===== src/rtl/uop_pkg.sv =====
// Shared micro-op bundle types for the front-end to execute interface.
package uop_pkg;

  localparam int UOP_W     = 20;
  localparam int K_W       = 16;
  localparam int UOP_SLOTS = 3;

  typedef struct packed {
    logic [UOP_SLOTS-1:0][UOP_W-1:0] uop;
    logic [1:0]                      count;
    logic [K_W-1:0]                  k;
  } uop_bundle_t;

  // Slot index of the final micro-op of a bundle holding `count` ops.
  function automatic logic [1:0] last_slot(input logic [1:0] count);
    return count - 2'd1;
  endfunction

endpackage


===== src/rtl/uop_bundle_fifo.sv =====
// Bundle storage FIFO: wrap-bit pointers, full/empty flags and occupancy.
module uop_bundle_fifo
  import uop_pkg::*;
#(
  parameter int DEPTH = 2
) (
  input  logic                       clk,
  input  logic                       a_rst,
  input  logic                       i_clear,
  input  logic                       i_push,
  input  logic                       i_pop,
  input  uop_bundle_t                i_data,
  output uop_bundle_t                o_head,
  output logic                       o_full,
  output logic                       o_empty,
  output logic [$clog2(DEPTH+1)-1:0] o_occupancy
);

  localparam int AW    = $clog2(DEPTH);
  localparam int OCC_W = $clog2(DEPTH+1);

  logic [AW:0] r_wptr;
  logic [AW:0] r_rptr;
  uop_bundle_t r_mem [DEPTH];
  logic        w_do_push;
  logic        w_do_pop;
  logic [AW:0] w_diff;

  assign o_empty   = (r_wptr == r_rptr);
  assign o_full    = (r_wptr[AW-1:0] == r_rptr[AW-1:0]) && (r_wptr[AW] != r_rptr[AW]);
  assign w_do_push = i_push & ~o_full & ~i_clear;
  assign w_do_pop  = i_pop & ~o_empty & ~i_clear;
  assign w_diff    = r_wptr - r_rptr;

  // NOTE: state registers use non-blocking assignments so every flop samples pre-edge values.
  always_ff @(posedge clk or negedge a_rst) begin
    if (!a_rst) begin
      r_wptr <= '0;
      r_rptr <= '0;
    end else if (i_clear) begin
      r_wptr <= '0;
      r_rptr <= '0;
    end else begin
      if (w_do_push) r_wptr <= r_wptr + 1'b1;
      if (w_do_pop)  r_rptr <= r_rptr + 1'b1;
    end
  end

  // NOTE: the storage array has no reset; entries are only ever read behind a valid pointer.
  always_ff @(posedge clk) begin
    if (w_do_push) r_mem[r_wptr[AW-1:0]] <= i_data;
  end

  assign o_head      = r_mem[r_rptr[AW-1:0]];
  assign o_occupancy = OCC_W'(w_diff);

endmodule


===== src/rtl/uop_issue_queue.sv =====
// Micro-op issue queue: buffers decoded bundles and issues one micro-op per cycle.
// Optional zero-cycle bypass into an empty queue is enabled by defining UIQ_BYPASS_EN.
module uop_issue_queue
  import uop_pkg::*;
#(
  parameter int DEPTH = 2
) (
  input  logic                       clk,
  input  logic                       a_rst,
  input  logic                       flush,
  output logic                       feed_req,
  input  logic                       feed_ack,
  input  logic [UOP_W-1:0]           in_uop_0,
  input  logic [UOP_W-1:0]           in_uop_1,
  input  logic [UOP_W-1:0]           in_uop_2,
  input  logic [1:0]                 in_uop_count,
  input  logic [K_W-1:0]             in_k,
  output logic                       uop_valid,
  input  logic                       uop_ready,
  output logic [UOP_W-1:0]           uop_out,
  output logic [K_W-1:0]             uop_k,
  output logic                       uop_last,
  output logic [$clog2(DEPTH+1)-1:0] occupancy
);

  uop_bundle_t      w_in_bundle;
  uop_bundle_t      w_head;
  logic             w_full;
  logic             w_empty;
  logic             w_push_nz;
  logic             w_byp;
  logic             w_valid;
  logic [UOP_W-1:0] w_cur_uop;
  logic [K_W-1:0]   w_cur_k;
  logic             w_cur_last;
  logic             w_fire;
  logic             w_pop;
  logic             w_store;
  logic [1:0]       r_idx;
  logic [1:0]       w_idx_nxt;

  assign w_in_bundle.uop   = {in_uop_2, in_uop_1, in_uop_0};
  assign w_in_bundle.count = in_uop_count;
  assign w_in_bundle.k     = in_k;

  assign feed_req  = ~w_full & ~flush;
  assign w_push_nz = feed_req & feed_ack & (in_uop_count != 2'd0);

`ifdef UIQ_BYPASS_EN
  assign w_byp = w_empty & w_push_nz;
`else
  assign w_byp = 1'b0;
`endif

  assign w_valid    = ~w_empty | w_byp;
  assign w_cur_uop  = w_byp ? in_uop_0 : w_head.uop[r_idx];
  assign w_cur_k    = w_byp ? in_k : w_head.k;
  assign w_cur_last = w_byp ? (in_uop_count == 2'd1) : (r_idx == last_slot(w_head.count));

  assign w_fire  = w_valid & uop_ready & ~flush;
  assign w_pop   = w_fire & w_cur_last & ~w_byp;
  // A single-op bundle issued straight through the bypass never needs a slot.
  assign w_store = w_push_nz & ~(w_byp & w_fire & w_cur_last);

  // NOTE: the default assignment first keeps this block free of inferred latches.
  always_comb begin
    w_idx_nxt = r_idx;
    if (flush) begin
      w_idx_nxt = 2'd0;
    end else if (w_byp) begin
      w_idx_nxt = (w_fire & ~w_cur_last) ? 2'd1 : 2'd0;
    end else if (w_fire) begin
      w_idx_nxt = w_cur_last ? 2'd0 : r_idx + 2'd1;
    end
  end

  always_ff @(posedge clk or negedge a_rst) begin
    if (!a_rst) r_idx <= 2'd0;
    else        r_idx <= w_idx_nxt;
  end

  uop_bundle_fifo #(
    .DEPTH (DEPTH)
  ) u_fifo (
    .clk         (clk),
    .a_rst       (a_rst),
    .i_clear     (flush),
    .i_push      (w_store),
    .i_pop       (w_pop),
    .i_data      (w_in_bundle),
    .o_head      (w_head),
    .o_full      (w_full),
    .o_empty     (w_empty),
    .o_occupancy (occupancy)
  );

  // Outputs are forced to zero when nothing is valid, so stale storage never leaks out.
  assign uop_valid = w_valid;
  assign uop_out   = w_valid ? w_cur_uop : '0;
  assign uop_k     = w_valid ? w_cur_k : '0;
  assign uop_last  = w_valid & w_cur_last;

endmodule


===== config.mk =====
export PLATFORM = sky130hd
export DESIGN_NAME = uop_issue_queue
export DESIGN_NICKNAME = d
export VERILOG_FILES = /design/src/rtl/uop_pkg.sv /design/src/rtl/uop_bundle_fifo.sv /design/src/rtl/uop_issue_queue.sv
export SDC_FILE = /design/constraint.sdc
export NUM_CORES = 1
export LEC_CHECK = 0
export BUFFER_PORTS_ARGS = -buffer_cell sky130_fd_sc_hd__buf_2
export CAP_MARGIN = 25
export CORE_MARGIN = 1.5
export CORE_UTILIZATION = 49
export DETAILED_ROUTE_END_ITERATION = 16
export HOLD_SLACK_MARGIN = 0.05
export PLACE_DENSITY = 0.75
export SLEW_MARGIN = 10
export SYNTH_ARGS = -nofsm -noshare
export SYNTH_HDL_FRONTEND = slang
export SYNTH_SLANG_ARGS = --single-unit

===== constraint.sdc =====
create_clock -name clk -period 5.5 [get_ports clk]
set_input_delay 1.1 -clock clk [delete_from_list [all_inputs] [get_ports clk]]
set_output_delay 1.1 -clock clk [all_outputs]
set_load 0.005 [all_outputs]

**Word level (Yosys, flattened, before mapping)**

Memories as Yosys holds them, arrays and structs flattened.
Index checks and enable logic that the tools add are counted.

- Register bits: 6
- Bits in writable memories: 156
- Input bits: 83
- Output and inout bits: 41
- Word-level logic and storage cells: 46
- Memories: 1

- Add/subtract/negate cells: 5
- $lt $le $gt $ge: 1
- Equal/unequal tests: 4
- Muxes and demuxes: 13
- Bitwise logic cells: 14
- Reductions and logical operators: 5

Memories:

| memory | words | bits a word | read ports | clocked after Yosys merged registers in | write ports | RTL line | RTL |
|---|---|---|---|---|---|---|---|
| u_fifo.r_mem | 2 | 78 | 1 | 0 | 1 | uop_bundle_fifo.sv:24 | `uop_bundle_t r_mem [DEPTH];` |

Operator list:

| kind | number |
|---|---|
| 20-bit binary-select mux with 2-bit select | 1 |
| 20-bit 2-to-1 mux | 2 |
| 16-bit 2-to-1 mux | 1 |
| 2-bit 2-to-1 mux | 7 |
| 1-bit bitwise AND | 11 |
| 2-bit nonzero test | 4 |
| 2-bit by 1-bit adder with 2-bit output, second input constant | 3 |
| 2-bit equality test | 2 |
| 2-bit by 3-bit less-than comparator with 1-bit output, second input constant | 1 |
| 1-bit NOT | 3 |
| 1-bit 2-to-1 mux | 2 |
| 2-bit by 1-bit subtractor with 2-bit output, second input constant | 1 |
| 2-bit subtractor | 1 |
| 1-bit equality test | 1 |
| 1-bit logical AND | 1 |
| 1-bit inequality test | 1 |

**Depth between registers and ports, before layout**

Gate-level depths: netlist of the first run.

- Depth after elaboration: 10
- Depth in mapped cells: 7
- Mapped depth without buffers: 7

**Modules after synthesis**

Synthesis of the first run repeated with hierarchy kept, for this count alone.

- Cell total of the unflattened synthesis: 408
- Area total of the unflattened synthesis: 6,831.6 µm²

By module, submodules not included:

| module | instances | cells an instance | area each (µm²) |
|---|---|---|---|
| uop_bundle_fifo | 1 | 281 | 5,908.2 |
| uop_issue_queue | 1 | 127 | 923.4 |

**Worst setup path before layout of the first run**

No wires, ideal clock.

- Path kind: input -> register
- Start point: input port in_uop_count[1]
- End point: memory u_fifo.r_mem[1][0] (netlist bit), enable pin
- Library setup time: 0.581 ns
- Data arrival time: 6.082 ns
- Required time: 4.919 ns
- Path slack: -1.163 ns
- Stages: 2
- Buffers on the path: 0
- Path through: o21ai_0 > a2111oi_2

- Word-level cells in the longest chain between the ends: 6

Ends and longest elaborated chain:

| element | RTL line | RTL |
|---|---|---|
| start, declared | uop_issue_queue.sv:16 | `input logic [1:0] in_uop_count,` |
| 2-bit nonzero test | uop_issue_queue.sv:47 | `assign w_push_nz = feed_req & feed_ack & (in_uop_count != 2'd0);` |
| 1-bit bitwise AND | uop_issue_queue.sv:47 |  |
| 1-bit bitwise AND (2 in series) | uop_bundle_fifo.sv:31 | `assign w_do_push = i_push & ~o_full & ~i_clear;` |
| 1-bit 2-to-1 mux | uop_bundle_fifo.sv:51 | `if (w_do_push) r_mem[r_wptr[AW-1:0]] <= i_data;` |
| 1-bit 2-to-1 mux (not written as such) | uop_bundle_fifo.sv:51 |  |
| end, declared | uop_bundle_fifo.sv:24 |  |

Every way passes these cells.

**Final worst setup path of the first run**

- Start point: register u_fifo.r_rptr[0]
- End point: output port uop_out[19]

- Word-level cells in the longest chain between the ends: 4
- Elaborated cells on any way between the ends: 5
- Classes of those cells: 1 x eq/ne; 3 x mux; 1 x memory

Ends and longest elaborated chain:

| element | RTL line | RTL |
|---|---|---|
| start, declared | uop_bundle_fifo.sv:23 | `logic [AW:0] r_rptr;` |
| start signal, assigned | uop_bundle_fifo.sv:45 | `if (w_do_pop) r_rptr <= r_rptr + 1'b1;` |
| memory 2 x 78 bit | n/a |  |
| 20-bit binary-select mux with 2-bit select | uop_issue_queue.sv:56 | `assign w_cur_uop = w_byp ? in_uop_0 : w_head.uop[r_idx];` |
| 20-bit 2-to-1 mux (not written as such) | uop_issue_queue.sv:56 |  |
| 20-bit 2-to-1 mux (*) | uop_issue_queue.sv:99 | `assign uop_out = w_valid ? w_cur_uop : '0;` |
| end, declared | uop_issue_queue.sv:20 | `output logic [UOP_W-1:0] uop_out,` |

Every way passes the cells marked *; elsewhere a longest branch is shown, timed or not. The select of a mux whose other input is x is not followed.

==> impl_metrics.tcl, run 1 <==
set metrics [dict create \
    ys_seq_area_share_pct 75.4 \
    path_max_fanout 36 \
    vias 3568 \
    hold_path.class "input port to async pin" \
    fin_util_pct 61.4 \
    finalHoldViolCount 0 \
    final_common_cell "edfxtp_1" \
    nets 558 \
    avgSynthCellArea_um2 18.6 \
    dieArea_um2 13800 \
    final_cell_mix "156 x edfxtp_1, 123 x buf_2, 40 x nor2_1, 22 x mux2_2" \
    vias_per_cell 5.40 \
    drc 0 \
    worstSetupEndpointType "output pin" \
    cp.arrival_ns 2.93 \
    cts.sinks 162 \
    area_delta_synth_final_pct 21.7 \
    gp_congestion 0.779 \
    rsz0062_at_grt "false" \
    synth-seq-cells 162 \
    post_cts_buffers 0 \
    dp_hpwl_mm 7.75 \
    gr-usage-met3_pct 5.93 \
    ctsResizeCount 0 \
    tightest_slew_ns 0.963 \
    cts_buffer_depth 2 \
    synthCells 345 \
    grt_pass1_wl_mm 19.5 \
    skew_ns 0.00548 \
    initialDrtViolationCount 229 \
    clk_transition_reported_paths_ns 0.06 \
    max_freq_mhz 248 \
    synthesis.nets 429 \
    drv_slew 0 \
    antenna_found_initial 3 \
    grt_usage_pct 18.8 \
    critical_path_class "flop to output pin" \
    period_needed_ns 4.03 \
    overflow 0 \
    max-vdd-ir-drop_v 0.000272 \
    dr.pass1.iters 4 \
    met2_usage_pct 31.0 \
    synth_ff_type "edfxtp_1" \
    drive_gt1_share_pct 42.5 \
    cts_tree "yes" \
    synth_cell_type_count 35 \
    wl_mm 12.5 \
    leakage_nw 2.80 \
    die_w_um 117 \
    io_buffers 123 \
    initial_core_util_pct 50.4 \
    cts_buffers 17 \
    synth_enable_flop_cells 156 \
    status "finished, final reports clean" \
    required_ns 4.40 \
    fp.coreArea_um2 12700 \
    holdWs_ns 0.500 \
    fin_tns_setup_ns 0 \
    max_cap_violations 0 \
    htree_levels 4 \
    top_usage_layer "met2" \
    use_met1_pct 23.7 \
    antenna_left 0 \
    clock_latency_ns 0.42 \
    setup_viol 0 \
    slew-limit-headroom_pct 35.6 \
    cp-start-kind "flop" \
    postSynth.asyncResetShare_pct 3.70 \
    die_y_um 117 \
    grt_pass1_vias 3635 \
    grt_start_max_net_pins 61 \
    synth_warnings 0 \
    min_period_over_period_pct 73.2 \
    power_density_nw_per_um2 350 \
    num_rows 41 \
    root_buffer "clkbuf_16" \
    netlist_area_um2 6420 \
    pin_count 124 \
    holdBufCountCts 0 \
    post_drt_wl_per_cell_um 18.9 \
]
## worst max-delay path: stages (launching register included)
cell and delay, ns:
dfrtp_4 0.79, buf_4 0.60, mux4_2 0.58, a22oi_1 0.28, nor2_1 0.09, buf_2 0.17
## through the flow
stage	worst slack [ns]	instances	total power, mW	cell area [um^2]
after floorplan	0.994	345	1.57	6430
after detailed placement	1.88	626	1.68	7250
after CTS	1.40	658	2.76	7790
after global placement	1.88	625	1.67	7220
after global routing	1.24	660	2.83	7810
final	1.47	661	2.73	7810
## final cells by class
class	instances	area, um^2
clock inverter	14	113
clock buffer	18	429
fill	998	4910
inverter	6	22.5
tap	172	215
sequential	162	4840
multi-input combinational	158	1500
timing repair buffer	129	684
antenna	2	5.00
## synthesized netlist by cell type (4+ instances only)
cell        n  area [um^2]
mux4_2     20          450
buf_2       8         40.0
mux2_2     22          248
a21oi_1     4         20.0
dfrtp_1     6          150
nor2_1     42          158
o21ai_0     4         20.0
inv_1       6         22.5
a22oi_1    20          150
mux2i_1    20          200
edfxtp_1  156         4680
clkbuf_1    8         30.0
## flip-flops by register name, summed over array words and instances (netlist names)
name and flops:
u_fifo.r_mem 156, r_idx 2, u_fifo.r_rptr 2, u_fifo.r_wptr 2
## path summary, 6_finish.rpt
path | start | endpoint | slack, ns | cells after the start
hold / removal | a_rst | u_fifo.r_wptr[0] | 0.50 | 1
setup / recovery | u_fifo.r_rptr[0] | uop_out[19] | 1.47 | 5
hold reg to reg | u_fifo.r_wptr[1] | u_fifo.r_wptr[1] | 0.61 | 2
setup reg to reg | u_fifo.r_rptr[0] | u_fifo.r_mem[0][48] | 2.82 | 4
max in group asynchronous | a_rst | u_fifo.r_rptr[0] | 4.83 | 1
min in group clk | u_fifo.r_wptr[1] | u_fifo.r_wptr[1] | 0.61 | 2
## where the power goes
group          switching (mW)  total (mW)  internal (mW)  leakage (nW)
clock                   0.462        1.08          0.617         0.255
sequential             0.0159        1.42           1.40          1.50
combinational           0.126       0.233          0.107          1.04
total                   0.604        2.73           2.13          2.80
## cells by family (layout without fill, tap and decap cells)
group,after synthesis,after routing,share of synthesized area (%)
multiplexers,63,63,14.2
XOR/XNOR,4,4,0.780
AND/OR/NAND/NOR,54,54,3.72
buffers and inverters,25,167,1.62
other,0,2,0
adder cells (fa/ha/maj),1,1,0.195
flip-flops,162,162,75.4
AO/OA/AOI/OAI,36,36,4.15
## metal layers
layer / part of all wire (%) / vias to the layer above
li1: - / 1640
met1: 42 / 1788
met2: 50 / 123
met3: 6.3 / 15
met4: 1.3 / 2
met5: 0.096 / -
(Power assumes the default switching activity.)
==> run 2: changes to the inputs <==
ABC_AREA = 1   (was unset)
CORE_UTILIZATION = 50   (was 49)
PLACE_DENSITY = 0.76   (was 0.75)
clock period = 3.4 ns   (was 5.5 ns; I/O delays follow)
==> run 2 against run 1 <==
Compared with the run above:
- non-clock buffer count up 4
- largest cell class unchanged
- die area increased by 0.25%
- sequential share of layout area fell by 1.1 points
- total power is 100% higher
- area after synthesis is 2.3% higher
- sequential cell count unchanged
- critical path type unchanged
- clock power up 68%
- final area increased by 1.7%
- global-route usage rose by 1.8 points
- critical endpoint is now uop_out[18]
- worst setup slack worse by 0.96 ns
- highest routed layer unchanged
==> impl_metrics.tcl, run 2 <==
set metrics [dict create \
    synth_fa_ha_area_share_pct 0.191 \
    path_max_fanout 23 \
    nets 750 \
    required_ns 2.72 \
    combPwrFrac_pct 23.0 \
    vias_per_cell 5.18 \
    die_w_um 118 \
    yosys-top-cells-area "edfxtp_1 71%, nand2_1 6.5%, nor2_1 5.0%, o21ai_0 4.6%, dfrtp_1 2.3%" \
    dp_hpwl_mm 8.81 \
    cts.sinks 162 \
    grt_usage_pct 20.6 \
    synth_top_area_cell "edfxtp_1" \
    post_cts_buffers 0 \
    holdBufCountCts 0 \
    cts_buffer_depth 2 \
    clk_transition_reported_paths_ns 0.06 \
    area_delta_synth_final_pct 21.0 \
    place_inst 819 \
    antenna_left 0 \
    wl_mm 13.8 \
    io_buffers 123 \
    holdWs_ns 0.0873 \
    overflow 0 \
    grt_start_max_net_pins 80 \
    initial_core_util_pct 51.6 \
    synthesis.nets 627 \
    fp.coreArea_um2 12700 \
    ctsResizeCount 0 \
    netlist_area_um2 6560 \
    preCtsSetupSlack_ns 0.877 \
    sw_frac_of_total_pct 28.7 \
    synth_ff_type "edfxtp_1" \
    clock_latency_ns 0.42 \
    finalHoldViolCount 0 \
    cts_tree "yes" \
    synth_enable_flop_cells 156 \
    leakage_nw 3.27 \
    ys_seq_area_share_pct 73.7 \
    final_cell_mix "156 x edfxtp_1, 123 x buf_2, 114 x nand2_1, 85 x nor2_1, 60 x o21ai_0" \
    skew_ns 0.00667 \
    max-vdd-ir-drop_v 0.000365 \
    muxShareOfSynthArea_pct 0 \
    grt_pass1_wl_mm 21.6 \
    largest_reg_flops 156 \
    die_y_um 118 \
    synth_simple_gate_area_share_pct 12.4 \
    min_period_over_period_pct 84.9 \
    tightest_slew_ns 0.768 \
    synthXorXnorAreaFrac_pct 0.400 \
    num_rows 41 \
    root_buffer "clkbuf_16" \
    avgSynthCellArea_um2 12.1 \
    drv_slew 0 \
    intPower_mw 3.90 \
    slew-limit-headroom_pct 48.7 \
    clock_power_share_pct 33.2 \
    synth.most_common_cell "edfxtp_1" \
    synth_commonest_cells "156 x edfxtp_1, 114 x nand2_1, 87 x nor2_1" \
    stdcell_count 852 \
    max_cap_violations 0 \
    synth_compound_area_share_pct 8.88 \
    rsz0062_at_grt "false" \
    htree_levels 4 \
    setup_slack_ns 0.515 \
    critical_path_class "flop to output pin" \
    synthCells 543 \
    worstSetupEndpointType "output pin" \
    drc 0 \
    synth_top_family_by_area "simple AND/OR/NAND/NOR gates" \
    post_drt_wl_per_cell_um 16.2 \
    pin_count 124 \
    dr.pass1.iters 5 \
    synth_warnings 0 \
    dieArea_um2 13800 \
    cp.arrival_ns 2.21 \
    p_seq_share_pct 43.8 \
    antenna_found_initial 2 \
    initialDrtViolationCount 327 \
    status "finished, final reports clean" \
    gp_congestion 0.806 \
    p_sw_mw 1.57 \
    hold_path.class "input port to async pin" \
    cts_buffers 17 \
    setup_viol 0 \
    cp-start-kind "flop" \
    synth-seq-cells 162 \
    power_density_nw_per_um2 688 \
    postSynth.asyncResetShare_pct 3.70 \
    final_common_cell "edfxtp_1" \
    synth_cell_type_count 26 \
    synth_top_area_share_pct 71.4 \
    vias 4412 \
    drive_gt1_share_pct 25.9 \
    grt_pass1_vias 4366 \
    period_needed_ns 2.89 \
    max_freq_mhz 347 \
]
==> run 2: changes by cell type in the layout (fill, tap and decap cells not counted), moves of 22 or more <==
| cell | previous run | this run |
|---|---|---|
| mux2_2 | 22 | 0 |
| o21ai_0 | 4 | 60 |
| nor2_1 | 40 | 85 |
| nand2_1 | 1 | 114 |
| inv_1 | 6 | 30 |
==> run 2: path summary, 6_finish.rpt <==
kind                       slack (ns)                   to              from  depth (start not counted)
min in group clk                 0.45   u_fifo.r_mem[0][9]           in_k[9]                          1
min reg2reg                      0.55             r_idx[1]          r_idx[1]                          2
max reg2reg                      0.95  u_fifo.r_mem[0][29]  u_fifo.r_wptr[0]                          8
max                              0.51          uop_out[18]          r_idx[0]                          7
min                              0.09     u_fifo.r_rptr[1]             a_rst                          1
max in group asynchronous        3.14     u_fifo.r_rptr[0]             a_rst                          1
==> run 2: routing by layer <==
metal | share of wire (%) | wire, um | global-route usage, % | up-vias
met2 | 51 | 7010 | 34.4 | 152
li1 | - | - | - | 2134
met4 | 3.2 | 437 | 11.0 | 2
met5 | 0.10 | 14 | 0 | -
met3 | 5.7 | 786 | 5.77 | 34
met1 | 40 | 5520 | 24.4 | 2090
==> run 2: cell families after synthesis <==
logic type      after synthesis
simple gates                212
flops                       162
compound gates              104
buf+inv                      61
xor+xnor                      3
fa+ha+maj                     1
==> run 2: metrics by stage <==
stage	utilization (%)	setup TNS [ns]	area, um^2	total power, mW
6_report	62.5	0	7950	5.47
5_1_grt	62.4	0	7940	5.74
4_1_cts	62.4	0	7940	5.50
3_3_place_gp	57.9	0	7360	3.66
3_5_place_dp	57.9	0	7360	3.69
2_1_floorplan	-	-19.61	6570	3.22
==> run 2: power groups by stage <==
stage / Clock (mW) / Sequential, mW / Combinational [mW]
6_report: 1.81 / 2.40 / 1.25
2_1_floorplan: 0 / 2.43 / 0.790
4_1_cts: 1.84 / 2.39 / 1.27
3_5_place_dp: 0 / 2.44 / 1.26
5_1_grt: 1.93 / 2.41 / 1.41
3_3_place_gp: 0 / 2.43 / 1.23
==> run 2: cell type report <==
cell class,count,area [um^2]
inverter,32,125
clock buffer,23,498
sequential,162,4840
fill,1017,4780
timing repair buffer,133,741
tap,172,215
multi-input combinational,320,1450
antenna,1,2.50
clock inverter,9,80.1
==> run 2: critical path, stage by stage (launching register included) <==
cell and delay (ns):
dfrtp_1 0.49, buf_4 0.24, inv_2 0.31, o21ai_0 0.19, o22ai_1 0.18, nand2_1 0.08
a21oi_1 0.15, buf_2 0.14
==> run 3: changes to the inputs <==
clock period = 2.45 ns   (was 3.4 ns; I/O delays follow)
==> run 3 against run 2 <==
Compared with the run above:
- the flow now finishes with violations (setup timing)
- largest power group unchanged
- critical path type unchanged
- critical path depth stayed put
- first-iteration DRC count is 54% higher
- critical endpoint is now uop_out[1]
- via count is 9.4% higher
- total power is 51% higher
==> impl_metrics.tcl, run 3 (synthesis gave the netlist of run 2 again) <==
set metrics [dict create \
    status "finished, violations left" \
    violations "setup timing" \
    finalHoldViolCount 0 \
    setup_viol 4 \
    nFillCells 930 \
    cp.arrival_ns 1.97 \
    period_needed_ns 2.46 \
    drc 0 \
    pin_count 124 \
    min_from "in_uop_2[13]" \
    intPower_mw 5.73 \
    vias 4827 \
    antenna_left 0 \
    slew-limit-headroom_pct 72.5 \
    dr.pass1.iters 5 \
    grt_usage_pct 21.5 \
    gp_congestion 0.783 \
    cp-start-kind "flop" \
    skew_ns 0.00607 \
    clock_latency_ns 0.41 \
    cts_buffers 17 \
    clock_power_share_pct 30.0 \
    sw_frac_of_total_pct 30.3 \
    fin_tns_setup_ns -0.0198 \
    dieArea_um2 13800 \
    htree_levels 4 \
    grt_start_max_net_pins 67 \
    overflow 0 \
    power_density_nw_per_um2 979 \
    max_freq_mhz 407 \
    max_cap_violations 0 \
    nets 777 \
    clk_transition_reported_paths_ns 0.06 \
    root_buffer "clkbuf_16" \
    holdPathEnd "u_fifo.r_mem[1][71]" \
    area_delta_synth_final_pct 28.1 \
    drv_slew 0 \
    num_rows 41 \
    final_common_cell "edfxtp_1" \
    critical_path_class "flop to output pin" \
    p_sw_mw 2.49 \
    whs_path_depth 1 \
    holdWs_ns 0.265 \
    drive_gt1_share_pct 31.0 \
    max-vdd-ir-drop_v 0.000718 \
    worst-r2r-cell-count 10 \
    place_inst 822 \
    fin_util_pct 66.1 \
    cts_buffer_depth 2 \
    rsz0062_at_grt "true" \
    fp.coreArea_um2 12700 \
    wl_mm 16.4 \
    cts.sinks 162 \
    reg2reg_to "u_fifo.r_rptr[0]" \
    io_buffers 123 \
    required_ns 1.96 \
    min_period_over_period_pct 100 \
    combPwrFrac_pct 29.4 \
    grt_pass1_wl_mm 22.9 \
    hold_path.class "input port to flop" \
    path_max_fanout 5 \
    die_w_um 118 \
    leakage_nw 3.45 \
    cts_tree "yes" \
    largest_reg_flops 156 \
    die_y_um 118 \
    dp_hpwl_mm 9.12 \
    setup_slack_ns -0.00593 \
    stdcell_count 878 \
    startpoint "u_fifo.r_rptr[0]" \
    initialDrtViolationCount 504 \
    p_seq_share_pct 40.6 \
    vias_per_cell 5.50 \
    initial_core_util_pct 51.6 \
    antenna_found_initial 0 \
    final_cell_mix "156 x edfxtp_1, 123 x buf_2, 112 x nand2_1, 84 x nor2_1, 56 x o21ai_0" \
    antenna_cells 0 \
    timing.rr.start "u_fifo.r_rptr[0]" \
    post_drt_wl_per_cell_um 18.7 \
    total_power_mw 8.23 \
    ff2ff_setup_slack_ns 0.16 \
    worstSetupEndpointType "output pin" \
    tightest_slew_ns 0.411 \
    grt_pass1_vias 4577 \
]
run 3: cell types whose count changed in the layout (fill, tap and decap cells not counted), sizes merged:
| cell | delta |
|---|---|
| inv | -1 |
| dlygate4sd3 | +1 |
| diode | -1 |
| clkinv | +6 |
| buf | +18 |
| clkbuf | +2 |
| bufinv | +1 |
run 3: metrics by stage:
| step | setup slack [ns] | area, um^2 |
|---|---|---|
| 5_1_grt | -0.0584 | 8410 |
| 3_5_place_dp | 0.284 | 7410 |
| 6_report | -0.00593 | 8410 |
| 2_1_floorplan | -0.143 | 6600 |
| 3_3_place_gp | 0.388 | 7410 |
| 4_1_cts | -0.000451 | 8030 |
run 3: how the worst max path moves through the flow:
stage,end,slack [ns],cells past startpoint
floorplan,u_fifo.r_mem[0][0],-0.14,7
global route,uop_out[15],-0.06,7
finish,uop_out[1],-0.006,7
detailed placement,uop_out[7],0.28,6
CTS,uop_last,-0.0005,8
global placement,uop_out[14],0.39,6
run 3: metal layers:
| layer | up-vias | GRT usage [%] | wire length [um] |
|---|---|---|---|
| li1 | 2193 | - | - |
| met1 | 2349 | 27.3 | 6290 |
| met2 | 259 | 36.0 | 8460 |
| met3 | 26 | 4.65 | 1350 |
| met4 | 0 | 8.99 | 340 |
| met5 | - | 0 | 0 |
run 3: critical path: stages (launching register included):
cell and delay, ns:
dfrtp_4 0.54, buf_12 0.18, ha_4 0.29, nand3_4 0.11, inv_8 0.11, clkbuf_16 0.16
a21oi_1 0.04, buf_2 0.13
run 3: cell type report:
class	count	area (um^2)	area share, %
Tap cell	172	215	2.56
Timing Repair Buffer	157	1080	12.8
Clock inverter	12	116	1.38
Timing Repair inverter	3	32.5	0.387
Clock buffer	20	437	5.20
Multi-Input combinational cell	320	1540	18.4
Inverter	32	146	1.74
Sequential cell	162	4840	57.6
run 3: power groups by stage:
stage	clock [mW]	combinational [mW]	sequential [mW]
after floorplan	0	1.11	3.36
after global placement	0	1.75	3.38
after detailed placement	0	1.80	3.39
after CTS	2.49	1.81	3.33
after global routing	2.60	2.60	3.35
final	2.47	2.42	3.34
run 3: timing repair:
action                                 CTS  global route
gates cloned                             1             7
setup endpoints to repair               21            29
setup buffers                            4            11
pin swaps                                0             5
hold buffers                             1             0
gates resized for setup                  7            44
endpoints found under the hold margin    6             0
